$ cat src/rtl/dijkstra_relax_step_if.sv
`default_nettype none
// +----------------------------------------------------------------------------+
// | dijkstra_relax_step_if : custom-instruction port between CPU and relax unit |
// | Rev 1.0                                                                    |
// +----------------------------------------------------------------------------+
interface dijkstra_relax_step_if;
    logic        clk_en;
    logic        start;
    logic [1:0]  n;
    logic [31:0] dataa;
    logic [31:0] datab;
    logic        done;
    logic [31:0] result;

    modport master (output clk_en, start, n, dataa, datab, input done, result);
    modport slave  (input clk_en, start, n, dataa, datab, output done, result);
endinterface
`default_nettype wire

$ cat src/rtl/dijkstra_relax_step.sv
`default_nettype none
// +----------------------------------------------------------------------------+
// | dijkstra_relax_step : multicycle custom instruction, dist = min(base+w, dv) |
// | Rev 1.0                                                                    |
// +----------------------------------------------------------------------------+
module dijkstra_relax_step #(
    parameter int ADD_LATENCY = 2,
    parameter int CNT_WIDTH   = 16
) (
    input  logic                 clk,
    input  logic                 reset_n,
    dijkstra_relax_step_if.slave ci
);
    localparam logic [31:0] c_INF = 32'h7F800000;
    localparam int          WAIT_W = (ADD_LATENCY > 1) ? $clog2(ADD_LATENCY) : 1;
    localparam logic [WAIT_W-1:0]    c_WAIT_LAST = WAIT_W'(ADD_LATENCY - 1);
    localparam logic [CNT_WIDTH-1:0] c_CNT_MAX   = '1;
    localparam logic [1:0] c_OP_SET_BASE = 2'd0;
    localparam logic [1:0] c_OP_RELAX    = 2'd1;
    localparam logic [1:0] c_OP_READ     = 2'd2;
    localparam logic [1:0] c_OP_CLEAR    = 2'd3;

    typedef enum logic [1:0] {
        S_IDLE     = 2'd0,
        S_ADD_WAIT = 2'd1,
        S_CMP      = 2'd2,
        S_DONE     = 2'd3
    } state_t;

    state_t               state_q;
    logic [31:0]          base_q;
    logic [31:0]          w_q;
    logic [31:0]          dv_q;
    logic [31:0]          cand_q;
    logic [31:0]          result_q;
    logic                 done_q;
    logic [1:0]           op_q;
    logic [WAIT_W-1:0]    wait_q;
    logic [CNT_WIDTH-1:0] relax_cnt_q;
    logic [CNT_WIDTH-1:0] relax_cnt_d;
    logic [CNT_WIDTH-1:0] upd_cnt_q;
    logic [CNT_WIDTH-1:0] upd_cnt_d;

    // fp_add datapath: operands are non-negative, so this is a pure magnitude add
    logic [31:0] add_b;
    logic        add_unused_sign;
    logic [30:0] add_x;
    logic [30:0] add_y;
    logic [7:0]  add_ex;
    logic [7:0]  add_ey;
    logic [7:0]  add_d;
    logic [23:0] add_mx;
    logic [23:0] add_my;
    logic [26:0] add_ext;
    logic [26:0] add_shf;
    logic [26:0] add_mask;
    logic [26:0] add_al;
    logic [27:0] add_sum;
    logic [26:0] add_m;
    logic [8:0]  add_e;
    logic        add_rnd;
    logic [24:0] add_mant;
    logic [31:0] add_res;
    logic [31:0] add_pipe_q [ADD_LATENCY];

    // The weight enters the adder straight from dataa in the start cycle so the
    // pipeline output lines up with the last ADD_WAIT cycle.
    assign add_b           = (state_q == S_IDLE) ? ci.dataa : w_q;
    assign add_unused_sign = add_b[31];

    always_comb begin
        add_x = base_q[30:0];
        add_y = add_b[30:0];
        if (add_b[30:0] > base_q[30:0]) begin
            add_x = add_b[30:0];
            add_y = base_q[30:0];
        end
        add_ex   = (add_x[30:23] == 8'd0) ? 8'd1 : add_x[30:23];
        add_ey   = (add_y[30:23] == 8'd0) ? 8'd1 : add_y[30:23];
        add_mx   = {(add_x[30:23] != 8'd0), add_x[22:0]};
        add_my   = {(add_y[30:23] != 8'd0), add_y[22:0]};
        add_d    = add_ex - add_ey;
        add_ext  = {add_my, 3'b000};
        add_shf  = add_ext >> add_d;
        add_mask = (27'd1 << add_d) - 27'd1;
        add_al   = {add_shf[26:1], add_shf[0] | (|(add_ext & add_mask))};
        if (add_d >= 8'd27) begin
            add_al = {26'd0, |add_my};
        end
        add_sum = {1'b0, add_mx, 3'b000} + {1'b0, add_al};
        add_e   = {1'b0, add_ex};
        add_m   = add_sum[26:0];
        if (add_sum[27]) begin
            add_m = {add_sum[27:2], add_sum[1] | add_sum[0]};
            add_e = add_e + 9'd1;
        end
        // round to nearest, ties to even, on guard/round/sticky
        add_rnd  = add_m[2] & (add_m[1] | add_m[0] | add_m[3]);
        add_mant = {1'b0, add_m[26:3]} + {24'd0, add_rnd};
        if (add_mant[24]) begin
            add_mant = add_mant >> 1;
            add_e    = add_e + 9'd1;
        end
        if (!add_mant[23]) begin
            add_e = 9'd0;
        end
        add_res = {1'b0, add_e[7:0], add_mant[22:0]};
        if (add_e >= 9'd255) begin
            add_res = c_INF;
        end
    end

    always_ff @(posedge clk or negedge reset_n) begin
        if (!reset_n) begin
            for (int i = 0; i < ADD_LATENCY; i++) begin
                add_pipe_q[i] <= '0;
            end
        end else if (ci.clk_en) begin
            add_pipe_q[0] <= add_res;
            for (int i = 1; i < ADD_LATENCY; i++) begin
                add_pipe_q[i] <= add_pipe_q[i-1];
            end
        end
    end

    assign relax_cnt_d = (relax_cnt_q == c_CNT_MAX) ? relax_cnt_q : relax_cnt_q + CNT_WIDTH'(1);
    assign upd_cnt_d   = (upd_cnt_q == c_CNT_MAX) ? upd_cnt_q : upd_cnt_q + CNT_WIDTH'(1);

    always_ff @(posedge clk or negedge reset_n) begin
        if (!reset_n) begin
            state_q     <= S_IDLE;
            base_q      <= c_INF;
            w_q         <= '0;
            dv_q        <= '0;
            cand_q      <= '0;
            result_q    <= '0;
            done_q      <= 1'b0;
            op_q        <= c_OP_SET_BASE;
            wait_q      <= '0;
            relax_cnt_q <= '0;
            upd_cnt_q   <= '0;
        end else if (ci.clk_en) begin
            case (state_q)
                S_IDLE: begin
                    done_q   <= 1'b0;
                    result_q <= '0;
                    if (ci.start) begin
                        w_q  <= ci.dataa;
                        dv_q <= ci.datab;
                        op_q <= ci.n;
                        case (ci.n)
                            c_OP_RELAX: begin
                                wait_q <= '0;
                                if ((base_q == c_INF) || (ci.dataa == c_INF)) begin
                                    cand_q  <= c_INF;
                                    state_q <= S_CMP;
                                end else begin
                                    state_q <= S_ADD_WAIT;
                                end
                            end
                            c_OP_READ: begin
                                done_q   <= 1'b1;
                                result_q <= {16'(upd_cnt_q), 16'(relax_cnt_q)};
                                state_q  <= S_DONE;
                            end
                            c_OP_CLEAR: begin
                                done_q   <= 1'b1;
                                result_q <= '0;
                                state_q  <= S_DONE;
                            end
                            default: begin
                                done_q   <= 1'b1;
                                result_q <= ci.dataa;
                                state_q  <= S_DONE;
                            end
                        endcase
                    end
                end
                S_ADD_WAIT: begin
                    if (wait_q == c_WAIT_LAST) begin
                        cand_q  <= add_pipe_q[ADD_LATENCY-1];
                        state_q <= S_CMP;
                    end else begin
                        wait_q <= wait_q + WAIT_W'(1);
                    end
                end
                S_CMP: begin
                    // unsigned compare orders non-negative floats and +inf correctly
                    relax_cnt_q <= relax_cnt_d;
                    if (cand_q < dv_q) begin
                        result_q  <= cand_q;
                        upd_cnt_q <= upd_cnt_d;
                    end else begin
                        result_q <= dv_q;
                    end
                    done_q  <= 1'b1;
                    state_q <= S_DONE;
                end
                default: begin
                    if (op_q == c_OP_SET_BASE) begin
                        base_q <= w_q;
                    end
                    if (op_q == c_OP_CLEAR) begin
                        relax_cnt_q <= '0;
                        upd_cnt_q   <= '0;
                    end
                    done_q   <= 1'b0;
                    result_q <= '0;
                    state_q  <= S_IDLE;
                end
            endcase
        end
    end

    assign ci.done   = done_q;
    assign ci.result = result_q;

endmodule
`default_nettype wire

$ cat src/flat_wrapper.sv
// flat-port wrapper written by rule: the top's interface ports become plain ports
module dijkstra_relax_step_flat 
#(
    parameter int ADD_LATENCY = 2,
    parameter int CNT_WIDTH   = 16
)
  (clk, reset_n, ci_clk_en, ci_start, ci_n, ci_dataa, ci_datab, ci_done, ci_result);
  dijkstra_relax_step_if ci_i ();
  input  logic clk;
  input  logic reset_n;
  input wire logic [$bits(ci_i.clk_en)-1:0] ci_clk_en;
  input wire logic [$bits(ci_i.start)-1:0] ci_start;
  input wire logic [$bits(ci_i.n)-1:0] ci_n;
  input wire logic [$bits(ci_i.dataa)-1:0] ci_dataa;
  input wire logic [$bits(ci_i.datab)-1:0] ci_datab;
  output wire logic [$bits(ci_i.done)-1:0] ci_done;
  output wire logic [$bits(ci_i.result)-1:0] ci_result;
  assign ci_i.clk_en = ci_clk_en;
  assign ci_i.start = ci_start;
  assign ci_i.n = ci_n;
  assign ci_i.dataa = ci_dataa;
  assign ci_i.datab = ci_datab;
  assign ci_done = ci_i.done;
  assign ci_result = ci_i.result;
  dijkstra_relax_step #(.ADD_LATENCY(ADD_LATENCY), .CNT_WIDTH(CNT_WIDTH)) u_core (.clk(clk), .reset_n(reset_n), .ci(ci_i));
endmodule
$ cat config.mk
export PLATFORM = sky130hd
export DESIGN_NAME = dijkstra_relax_step_flat
export DESIGN_NICKNAME = d
export VERILOG_FILES = /design/src/rtl/dijkstra_relax_step_if.sv /design/src/rtl/dijkstra_relax_step.sv /design/src/flat_wrapper.sv
export SDC_FILE = /design/constraint.sdc
export NUM_CORES = 1
export LEC_CHECK = 0
export CORE_UTILIZATION = 40
export CTS_CLUSTER_DIAMETER = 100
export CTS_CLUSTER_SIZE = 16
export DETAILED_ROUTE_END_ITERATION = 7
export PLACE_DENSITY = 0.66
export SLEW_MARGIN = 40
export SYNTH_ARGS = -nofsm -noshare
export SYNTH_HDL_FRONTEND = slang
export SYNTH_SLANG_ARGS = --single-unit
$ cat constraint.sdc
create_clock -name clk -period 16.9 [get_ports clk]
set_input_delay 3.38 -clock clk [delete_from_list [all_inputs] [get_ports clk]]
set_output_delay 3.38 -clock clk [all_outputs]
set_load 0.1 [all_outputs]
Yosys cells after proc, flatten, opt, wreduce, memory -nomap -nowiden

Cells that the tools add are included.

Register bits: 262
Latch bits: 0
Bits in writable memories: 0
Bits in read-only memories: 0
Input port bits: 70
Output and inout bits: 33
Word-level logic and storage cells: 115
Memories kept: 0

Add/sub/neg operators: 9
Multipliers: 0
Div/mod/pow operators: 0
Order comparisons: 4
Equal/unequal tests: 17
Shift-type cells: 2
Muxes and demuxes: 39
Bitwise gates (word level): 9
Reductions and logical operators: 22

Operators by type and width:

| cell                                                  | count |
|---|---|
| 2-to-1 mux 32 bit                                     | 6 |
| one-hot mux 32 bit (2 select lines)                   | 2 |
| 2-to-1 mux 31 bit                                     | 4 |
| one-hot mux 32 bit (3 select lines)                   | 1 |
| equality test 32 x 31 -> 1 bit, second input constant | 2 |
| 2-to-1 mux 16 bit                                     | 4 |
| one-hot mux 16 bit (2 select lines)                   | 2 |
| 2-to-1 mux 27 bit                                     | 2 |
| adder 16 x 1 -> 16 bit, second input constant         | 2 |
| equality test 16 bit, second input constant           | 2 |
| less-than comparator 32 bit                           | 1 |
| greater-than comparator 31 bit                        | 1 |
| adder 27 x 27 -> 28 bit                               | 1 |
| bitwise AND 27 bit                                    | 1 |
| 2-to-1 mux 9 bit                                      | 3 |
| OR reduction 27 bit                                   | 1 |
| << shifter 1 x 8 -> 27 bit, first input constant      | 1 |
| >> shifter 27 x 8 -> 27 bit                           | 1 |
| subtractor 27 x 1 -> 27 bit, second input constant    | 1 |
| adder 24 x 1 -> 25 bit                                | 1 |
| 2-to-1 mux 24 bit                                     | 1 |
| OR reduction 24 bit                                   | 1 |
| zero test 8 bit                                       | 2 |
| 2-to-1 mux 8 bit                                      | 2 |
| 29 further kinds                                      | 57 |

Longest topological paths before layout

Gate-level depths: netlist of the first run.

Depth after elaboration: 24
Depth in mapped cells: 61
Gate-level depth less buffers: 50

Worst setup path before layout of the first run

OpenSTA, ideal clock, no wires.

Path kind: input port to flip-flop
Start point: input port ci_dataa[27]
End point: register u_core.add_pipe_q[39] (netlist bit)
Library setup time: 140 ps
Data arrival time: 14312 ps
Required time: 16760 ps
Slack: 2448 ps
Cell stages on the path: 53
Buffers on the path: 11
Path through: mux2i_1 inv_1 ha_1 nand4_1 nor4_1 nand2_1 o21a_1 clkbuf_1 nor2_2 buf_2 clkbuf_1 buf_1 clkbuf_1 a21oi_1 ha_1 fa_1 nor2b_1 o31a_1 (+17 left out) nand2b_1 buf_2 buf_1 clkbuf_1 a21o_1 ha_1 nand4_1 nor3_1 a32o_1 nand4_1 or2_2 buf_2 nor3b_2 xor2_1 a31oi_2 o211ai_2 buf_6 o32ai_2

Cells in the longest elaborated chain, start to end: 23
Elaborated cells on any way between the ends: 35
Those cells by class: add/sub (6); order compare (3); shift (2); mux (12); bitwise (6); reduce/logical (6)

RTL lines:

| what                                                         | line                                                 | source |
|---|---|---|
| from (decl)                                                  | flat_wrapper.sv:14                                   | `input wire logic [$bits(ci_i.dataa)-1:0] ci_dataa;` |
| 2-to-1 mux 31 bit (*)                                        | dijkstra_relax_step.sv:68                            | `assign add_b = (state_q == S_IDLE) ? ci.dataa : w_q;` |
| greater-than comparator 31 bit                               | dijkstra_relax_step.sv:74                            | `if (add_b[30:0] > base_q[30:0]) begin` |
| 2-to-1 mux 31 bit                                            | dijkstra_relax_step.sv:74                            |  |
| zero test 8 bit (on tied branches)                           | dijkstra_relax_step.sv:78, dijkstra_relax_step.sv:79 |  |
| 2-to-1 mux 8 bit (on tied branches)                          | dijkstra_relax_step.sv:78, dijkstra_relax_step.sv:79 |  |
| subtractor 8 bit                                             | dijkstra_relax_step.sv:82                            | `add_d = add_ex - add_ey;` |
| << shifter 1 x 8 -> 27 bit                                   | dijkstra_relax_step.sv:85                            | `add_mask = (27'd1 << add_d) - 27'd1;` |
| subtractor 27 x 1 -> 27 bit                                  | dijkstra_relax_step.sv:85                            |  |
| (+6 left out)                                                | -                                                    |  |
| 2-to-1 mux 27 bit                                            | dijkstra_relax_step.sv:93                            | `if (add_sum[27]) begin` |
| OR 1 bit (2 in series)                                       | dijkstra_relax_step.sv:98                            | `add_rnd = add_m[2] & (add_m[1] \| add_m[0] \| add_m[3]);` |
| bitwise AND 1 bit                                            | dijkstra_relax_step.sv:98                            |  |
| adder 24 x 1 -> 25 bit                                       | dijkstra_relax_step.sv:99                            | `add_mant = {1'b0, add_m[26:3]} + {24'd0, add_rnd};` |
| 2-to-1 mux 9 bit / 2-to-1 mux 24 bit (equally long branches) | dijkstra_relax_step.sv:100                           | `if (add_mant[24]) begin` |
| 2-to-1 mux 9 bit                                             | dijkstra_relax_step.sv:104                           | `if (!add_mant[23]) begin` |
| >= comparator 9 x 8 -> 1 bit                                 | dijkstra_relax_step.sv:108                           | `if (add_e >= 9'd255) begin` |
| 2-to-1 mux 31 bit (*)                                        | dijkstra_relax_step.sv:108                           |  |
| to (signal, indexed assignment)                              | dijkstra_relax_step.sv:121                           | `add_pipe_q[i] <= add_pipe_q[i-1];` |
| to (decl)                                                    | dijkstra_relax_step.sv:64                            | `logic [31:0] add_pipe_q [ADD_LATENCY];` |

Mark *: on every way between the ends. The rest lies on a longest branch, timed or not.
A chain may end at the register's enable or synchronous reset.

Final worst setup path of the first run

Start point: input port ci_dataa[25]
End point: register u_core.add_pipe_q[34] (netlist bit)

Same word-level chain as after synthesis.

==> impl_results.md, run 1 <==
* Routed Antenna Nets at 0
* Congestion Overflow GR at 0
* Root buffer cell: clkbuf_16
* Critical Path Start Type: primary input
* Post-synthesis register bit count at 259
* Routed wl met3 at 4.04 mm
* # clock sinks at 259
* Multi-input logic area at 0.0126 sq mm
* Starting Density at 40.7%
* Max layer used: met4
* CTS Buf Count at 20
* Filler cells at 4,830
* Synth top cells by count: dfrtp_1, nor2_1, a21oi_1
* Count leader, synth: dfrtp_1
* WP depth at 46
* Residual DRC at 0
* Post-synth top area share at 31.5%
* Initial antenna violation count at 0
* Clk buf depth at 3
* WHS Path Cells at 2
* Crit path kind: primary input to register
* WHS at 0.470 ns
* CP max stage delay at 0.66 ns
* R2R cell count at 49
* Post-synth top area cell: dfrtp_1
* Ys async rst share at 100%
* Avg Cell Area, Syn at 8.77 sq um
* Vias in the first global route at 17,711
* Post-DP Area at 0.0214 sq mm
* Cell row count at 81
* Number of DRC markers in iteration 0 at 1,974
* Clock transition at path regs at 0.07 ns
* WL met1 at 30.1 mm
* Clock Latency Late Sink at 0.54 ns
* Worst Max-Slew Pin Slew at 0.840 ns
* Clock skew at 0.0226 ns
* Worst setup EP type: register
* Endpoints failing hold at 0
* Register area at 0.00649 sq mm
* WP data arrival at 16.38 ns
* Drt via density at 6.19
* Post-synth EDFFs at 0
* Die height at 225 microns
* Final Cycle Share at 94.7%
* Cell family with most CP delay: simple AND/OR/NAND/NOR gates
* Chip width at 225 microns
* Worst EP required at 17.27 ns
* Layout area overhead at 10.6%
* Top FF cell, synth: dfrtp_1
* Hold Path Class: register to register
* Detailed Routing Iterations Pass 1 at 6
* Global-route wire length before repair at 105 mm
* Setup TNS at 0 ns
* Yosys cell types at 104
* RSZ-0062 raised after global routing: false
* Seq/Total Area, Yosys at 32.5%
* Reg2Reg Setup Slack at 2.97 ns
* Mapped Area at 0.0200 sq mm
* Top Ports at 103
* Number of port buffers at 102
* Post-DP HPWL at 52.8 mm
* Core area at 0.0491 sq mm
* GP Congestion at 1.01
* Slew headroom at 43.5%
* Tmin final at 16.01 ns
* H-tree levels at 1
* Buf/Inv on CP at 4
* Share of layout cells above drive strength 1 at 13.1%
* Die area at 0.0508 sq mm
* Slowest cell on the critical path: o21a_1
* Worst-path fanout max at 19
* DR WL/cell at 22.8 microns
* Nets at 2,477
* Total Routed Length at 68.0 mm
* Status: complete, no violations
* Syn_nets at 2,451
* All-Layer GR Usage at 26.6%
* Max-slew violation count at 0
* Synthesized instance count at 2,277
* Fmax achieved at 62.5 MHz
* Setup Viol. Count Final at 0
* Met2 Wirelength at 30.4 mm
* Ys Warns at 0
* Fin area at 0.0221 sq mm
* Largest net degree at the start of global routing at 111
* Setup Buffers After CTS at 0
* Vias at 18,453
* Synth area leaders: dfrtp_1, mux2_2, ha_1
* Max Cap Viol at 0
* CTS tree: built
-- metrics by stage --
stage	utilization, %	instances	setup WS, ns
after global routing	45.0	2981	0.0573
after floorplan	-	2277	2.45
final	45.0	2982	0.887
after CTS	44.9	2980	1.20
after global placement	44.0	2943	0.893
after detailed placement	43.7	2944	0.675
-- cells in the final DEF (no fill, tap or decap), types with 24 or more instances in the layout --
master and count:
buf_2 35, inv_1 113, nand4_1 35, a22o_1 27
a211oi_1 37, dfrtp_1 251, nand2_1 152, clkdlybuf4s50_1 66
mux2_2 132, xor2_1 27, o211ai_1 24, nor2_1 177
nand3_1 60, buf_4 31, mux2i_1 101, nor3_1 64
o21ai_0 141, a21oi_1 161, nor4_1 58, ha_1 101
a31oi_1 26, xnor2_1 38, a21o_1 38
-- registers in the layout, summed over array words and instances (netlist names) --
name,flops
u_core.cand_q,31
u_core.op_q,2
u_core.add_pipe_q,62
u_core.ci.result,32
u_core.ci.done,1
u_core.relax_cnt_q,16
u_core.state_q,2
u_core.upd_cnt_q,16
u_core.w_q,32
u_core.dv_q,32
u_core.wait_q,1
u_core.base_q,32
-- final timing paths --
| kind | from | end |
|---|---|---|
| max in group asynchronous | reset_n | u_core.add_pipe_q[35] |
| worst min-delay path | u_core.ci.result[31] | u_core.ci.result[31] |
| min in group asynchronous | reset_n | u_core.relax_cnt_q[11] |
| worst max register to register | u_core.state_q[1] | u_core.add_pipe_q[34] |
| worst min register to register | u_core.ci.result[31] | u_core.ci.result[31] |
| worst max-delay path | ci_dataa[25] | u_core.add_pipe_q[34] |
-- timing repair --
action / in CTS / in global routing
gates resized for setup: 0 / 1
setup endpoints to repair: 0 / 16
hold buffers: 0 / 0
-- cell type report --
class	count	area share (%)
diodes	1	0.0113
clock buffers	33	2.49
clock inverters	3	0.147
inverters	115	1.96
multi-input cells	1770	57.0
flip-flops and latches	259	29.4
well taps	664	3.76
repair buffers	137	5.24
-- routing by layer --
layer	GRT usage, %	vias up
li1	-	8526
met1	36.4	9036
met2	41.6	747
met3	3.00	144
met4	13.0	0
met5	0	-
-- cells by family (layout without fill, tap and decap cells) --
logic type	Yosys count	count (layout)	share of synthesized area, %
muxes	237	237	12.9
buffers and inverters	248	288	4.88
and+or+nand+nor	703	703	17.8
other	0	1	0
DFF	259	259	32.5
xor gates and xnor gates	67	67	2.98
adders and majority gates	104	104	6.59
AOI/OAI and AO/OA	659	659	22.3
-- tightest hold or removal path: stages (launching register included) --
cell and delay (ns):
dfrtp_1 0.34, nand2_1 0.05, o41ai_1 0.05
Power of run 1 is left out: the tool's default activity adds up to more than one toggle a clock period on the data nets, which glitch-free logic cannot reach.
==> inputs of run 2 (changes only) <==
CAP_MARGIN = 0   (was not set)
==> results of run 2 <==
The final DEF is identical to that of run 1; final timing and power are the same.
Power of run 2 is left out for the same reason.
